===== src/rtl/lv_scan_reg_bist.sv =====
// Scan-register parity BIST: reads every register of the LV scan bank once per pass,
// checks even parity and reports the pass result as an ack burst to the BIST controller.
module lv_scan_reg_bist #(
    parameter int LV_SCAN_REG_NUM = 16,
    parameter int SCAN_REG_DW     = 8
) (
    input  logic                                  i_clk,
    input  logic                                  i_rst,
    input  logic                                  i_bist_scan_reg_req,
    output logic                                  o_scan_reg_bist_ack,
    output logic                                  o_scan_reg_bist_err,
    output logic                                  o_scan_rd_en,
    output logic [$clog2(LV_SCAN_REG_NUM)-1:0]    o_scan_rd_addr,
    input  logic [SCAN_REG_DW-1:0]                i_scan_rd_data,
    input  logic                                  i_scan_rd_par,
    output logic [$clog2(LV_SCAN_REG_NUM)-1:0]    o_scan_err_addr,
    output logic                                  o_scan_busy
);

    localparam int SCAN_ADDR_W = $clog2(LV_SCAN_REG_NUM);
    localparam logic [SCAN_ADDR_W-1:0] LAST_ADDR = SCAN_ADDR_W'(LV_SCAN_REG_NUM - 1);
    localparam logic [SCAN_ADDR_W:0]   RPT_LAST  = (SCAN_ADDR_W + 1)'(LV_SCAN_REG_NUM - 1);
    localparam logic [SCAN_ADDR_W:0]   RPT_SAT   = (SCAN_ADDR_W + 1)'(LV_SCAN_REG_NUM);

    typedef enum logic [2:0] {IDLE, RD, CHK, RPT, GAP} state_t;

    state_t                 state_q, state_d;
    logic [SCAN_ADDR_W-1:0] addr_q, addr_d;
    logic [SCAN_ADDR_W:0]   rpt_cnt_q, rpt_cnt_d;
    logic                   err_q, err_d;
    logic [SCAN_ADDR_W-1:0] err_addr_q, err_addr_d;
    logic                   ack_q, ack_d;
    logic                   err_out_q, err_out_d;
    logic                   rd_en_q, rd_en_d;
    logic [SCAN_ADDR_W-1:0] rd_addr_q, rd_addr_d;
    logic                   busy_q, busy_d;
    logic                   par_fail;

    assign par_fail = (^i_scan_rd_data) != i_scan_rd_par;

    always_ff @(posedge i_clk or posedge i_rst) begin
        if (i_rst) begin
            state_q    <= IDLE;
            addr_q     <= '0;
            rpt_cnt_q  <= '0;
            err_q      <= 1'b0;
            err_addr_q <= '0;
            ack_q      <= 1'b0;
            err_out_q  <= 1'b0;
            rd_en_q    <= 1'b0;
            rd_addr_q  <= '0;
            busy_q     <= 1'b0;
        end else begin
            state_q    <= state_d;
            addr_q     <= addr_d;
            rpt_cnt_q  <= rpt_cnt_d;
            err_q      <= err_d;
            err_addr_q <= err_addr_d;
            ack_q      <= ack_d;
            err_out_q  <= err_out_d;
            rd_en_q    <= rd_en_d;
            rd_addr_q  <= rd_addr_d;
            busy_q     <= busy_d;
        end
    end

    always_comb begin
        state_d    = state_q;
        addr_d     = addr_q;
        rpt_cnt_d  = rpt_cnt_q;
        err_d      = err_q;
        err_addr_d = err_addr_q;
        unique case (state_q)
            IDLE: begin
                if (i_bist_scan_reg_req) begin
                    state_d    = RD;
                    addr_d     = '0;
                    err_d      = 1'b0;
                    err_addr_d = '0;
                end
            end
            RD: begin
                if (!i_bist_scan_reg_req) begin
                    state_d    = IDLE;
                    addr_d     = '0;
                    err_d      = 1'b0;
                    err_addr_d = '0;
                end else begin
                    state_d = CHK;
                end
            end
            CHK: begin
                // An abort discards the partial result rather than reporting it.
                if (!i_bist_scan_reg_req) begin
                    state_d    = IDLE;
                    addr_d     = '0;
                    err_d      = 1'b0;
                    err_addr_d = '0;
                end else begin
                    err_d = err_q | par_fail;
                    if (par_fail && !err_q) begin
                        err_addr_d = addr_q;
                    end
                    if (addr_q == LAST_ADDR) begin
                        state_d   = RPT;
                        rpt_cnt_d = '0;
                    end else begin
                        state_d = RD;
                        addr_d  = addr_q + SCAN_ADDR_W'(1);
                    end
                end
            end
            RPT: begin
                if (rpt_cnt_q == RPT_LAST) begin
                    state_d = GAP;
                end
                if (rpt_cnt_q != RPT_SAT) begin
                    rpt_cnt_d = rpt_cnt_q + (SCAN_ADDR_W + 1)'(1);
                end
            end
            GAP:     state_d = IDLE;
            default: state_d = IDLE;
        endcase
    end

    // Outputs are registered from the next state so they line up with the state they describe.
    always_comb begin
        ack_d     = (state_d == RPT);
        err_out_d = (state_d == RPT) && err_d;
        rd_en_d   = (state_d == RD);
        rd_addr_d = (state_d == RD) ? addr_d : rd_addr_q;
        busy_d    = (state_d != IDLE);
    end

    assign o_scan_reg_bist_ack = ack_q;
    assign o_scan_reg_bist_err = err_out_q;
    assign o_scan_rd_en        = rd_en_q;
    assign o_scan_rd_addr      = rd_addr_q;
    assign o_scan_err_addr     = err_addr_q;
    assign o_scan_busy         = busy_q;

endmodule

===== config.mk =====
export PLATFORM = sky130hd
export DESIGN_NAME = lv_scan_reg_bist
export DESIGN_NICKNAME = d
export VERILOG_FILES = /design/src/rtl/lv_scan_reg_bist.sv
export SDC_FILE = /design/constraint.sdc
export NUM_CORES = 1
export LEC_CHECK = 0
export ABC_AREA = 1
export CAP_MARGIN = 40
export CORE_ASPECT_RATIO = 0.6
export CORE_MARGIN = 4
export CORE_UTILIZATION = 52
export DETAILED_ROUTE_END_ITERATION = 16
export PLACE_DENSITY_LB_ADDON = 0.12
export SLEW_MARGIN = 20
export SYNTH_ARGS = -nofsm -noshare
export SYNTH_HDL_FRONTEND = slang
export SYNTH_SLANG_ARGS = --single-unit

===== constraint.sdc =====
create_clock -name i_clk -period 2.2 [get_ports i_clk]
set_input_delay 0.22 -clock i_clk [delete_from_list [all_inputs] [get_ports i_clk]]
set_output_delay 0.22 -clock i_clk [all_outputs]
set_load 0.005 [all_outputs]

==> results_dict.tcl <==
set metrics [dict create \
    status "finished, final reports clean" \
    utilization_pct 68.2 \
    hpwl_um 2230 \
    cpLargestDelayFamily "simple AND/OR/NAND/NOR gates" \
    dpl-instance-area_um2 1700 \
    antenna_found_initial 0 \
    clock-sinks 25 \
    r2r-start "rpt_cnt_q[0]" \
    worst_path_largest_cell_delay_ns 0.40 \
    path_class "flop to flop" \
    grt_use_total_pct 17.7 \
    synthTopCellsByCount "35 x nand2_1, 28 x inv_1, 25 x dfrtp_1" \
    fin_area_um2 1750 \
    synth_top_area_share_pct 44.0 \
    first_pass_iters 5 \
    clock_path_buffers 2 \
    io_buffers 23 \
    finalCritPeriodShare_pct 82.0 \
    ir_drop_mv 0.605 \
    postCtsHoldBufs 0 \
    swShare_pct 36.9 \
    slew_headroom_pct 70.6 \
    rsz0062_at_grt "no" \
    instances_no_fill 231 \
    rr_worst_depth 11 \
    pin_count 24 \
    drive_gt1_share_pct 15.1 \
    clock_latency_ns 0.27 \
    synth_edf_count 0 \
    drt-total-wl_um 2880 \
    crit_buf_inv 2 \
    grt_pass1_wl_um 5000 \
    synthesis.nets 187 \
    dr.first_iter.drc_count 42 \
    htree_levels 1 \
    worstPathRequired_ns 2.36 \
    synth_most_common_cell "nand2_1" \
    cap_violations 0 \
    cts_resized 0 \
    async_flop_share_pct 100 \
    clock_power_share_pct 19.9 \
    nNetsFinal 216 \
    regToRegEndpoint "o_scan_rd_addr[0]" \
    synth.distinct_cells 26 \
    cp-end-kind "flop" \
    arrival_ns 1.97 \
    fin_crit_ns 1.80 \
    cts_setup_buffers 0 \
    min_path_type "input pin to async pin" \
    path_cells "ha_1 > inv_1 > nor3_1 > ha_1 > nor2_2 > a31oi_4 > nand2_2 > nor2_4 > inv_2 > nand2_1 > nand2_1" \
    crit_path_top_delay_cell "dfrtp_1" \
    ys.flop_type "dfrtp_1" \
    start_util_pct 55.6 \
    max_freq_mhz 554 \
    rows 14 \
    p_total_mw 1.39 \
    n_antenna_cell 0 \
    ant_nets 0 \
    p_leak_nw 0.889 \
    power_frac_seq_pct 43.9 \
    core_um2 2560 \
    fin_tns_setup_ns 0 \
    die_height_um 48.5 \
    postSynthCellCount 171 \
    finalSetupViolations 0 \
    r2r_slack_ns 0.40 \
    clk_pin_slew_ns 0.09 \
    area_growth_pct 22.7 \
    wire_per_inst_um 12.5 \
    dp_cells 227 \
    hold_viol 0 \
    seq_area_frac_synth_pct 44.0 \
    cts-root-buf "clkbuf_8" \
    yosys.area.top_type "dfrtp_1" \
    powerDensity_nw_per_um2 797 \
    path_max_fanout 5 \
    finClkSkew_ns 0.00660 \
    numCtsBuffers 3 \
    die_area_um2 3660 \
    place_congestion 0.834 \
    grt-ovfl-total 0 \
    synthTopCellsByArea "dfrtp_1 44%, nand2_1 9.2%, inv_1 7.4%" \
    tightest_slew_ns 0.436 \
    vias 1165 \
    syn_area_per_cell_um2 8.32 \
    ys_warn_count 0 \
    drv_slew 0 \
    p_sw_mw 0.514 \
    drc 0 \
    die_w_um 75.5 \
    startpoint_type "flop" \
    vias_per_cell 5.04 \
    p_int_mw 0.878 \
    p_comb_share_pct 36.2 \
    synth-seq-cells 25 \
    cts_tree "yes" \
    grt_max_degree 26 \
    grt_pass1_vias 1096 \
    syn-cell-area_um2 1420 \
]
==> cells in the final DEF (no fill, tap or decap), drive strengths merged, types with 7 or more instances in the layout <==
master and count:
a21oi 9, clkdlybuf4s50 23, dfrtp 25, inv 34
nand2 41, nand3 18, nor2 15, o21ai 7
==> area by class of cell <==
type | instances | area, um^2
Fill cell | 206 | 812
Multi-Input combinational cell | 110 | 657
Sequential cell | 25 | 626
Timing Repair Buffer | 25 | 245
Inverter | 35 | 133
Clock buffer | 4 | 45.0
Tap cell | 32 | 40.0
==> routing by layer <==
metal / vias up / GRT usage, % / wire, um
met2: 31 / 25.4 / 1230
met5: - / 0 / 0
met3: 4 / 5.99 / 177
met4: 0 / 4.65 / 34
li1: 597 / - / -
met1: 533 / 25.4 / 1430
==> stage by stage <==
step           setup WS (ns)  hold slack [ns]
2_1_floorplan          0.625            0.247
3_3_place_gp           0.490            0.454
3_5_place_dp           0.437            0.462
4_1_cts                0.410            0.294
5_1_grt                0.282            0.303
6_report               0.396            0.282
==> state kept, by name (all words and copies together) (netlist names) <==
signal,count
err_q,1
addr_q,4
o_scan_busy,1
rpt_cnt_q,5
o_scan_reg_bist_ack,1
o_scan_rd_addr,4
state_q,3
o_scan_reg_bist_err,1
o_scan_err_addr,4
o_scan_rd_en,1
==> power groups by stage <==
stage	Combinational [mW]	Sequential, mW	Clock [mW]
after global routing	0.559	0.625	0.307
final	0.503	0.611	0.277
after detailed placement	0.494	0.620	0
after floorplan	0.336	0.607	0
after CTS	0.504	0.612	0.280
after global placement	0.482	0.612	0
==> cells by family (layout without fill, tap and decap cells) <==
| group | Yosys count | in the layout | share of synthesized area [%] |
|---|---|---|---|
| and+or+nand+nor | 79 | 79 | 26.3 |
| buffers and inverters | 36 | 64 | 9.85 |
| DFF | 25 | 25 | 44.0 |
| AOI/OAI and AO/OA | 22 | 22 | 13.3 |
| xor gates and xnor gates | 5 | 5 | 3.08 |
| adders and majority gates | 4 | 4 | 3.52 |
==> worst max-delay path by stage <==
stage | endpoint | start | cells after the start
after floorplan | o_scan_rd_addr[2] | rpt_cnt_q[0] | 10
after global placement | o_scan_err_addr[3] | i_scan_rd_data[0] | 14
after detailed placement | o_scan_err_addr[2] | i_scan_rd_data[0] | 14
after CTS | o_scan_rd_addr[0] | rpt_cnt_q[0] | 11
after global routing | o_scan_rd_addr[0] | rpt_cnt_q[0] | 10
final | o_scan_rd_addr[0] | rpt_cnt_q[0] | 11
==> worst reg2reg max path, cell delays in order (launching register included) <==
cell and delay [ns]:
dfrtp_1 0.40, ha_1 0.20, inv_1 0.06, nor3_1 0.15, ha_1 0.21, nor2_2 0.07, a31oi_4 0.18, nand2_2 0.11
nor2_4 0.14, inv_2 0.08, nand2_1 0.06, nand2_1 0.05
Note: power is estimated with default switching activity, not from simulation.
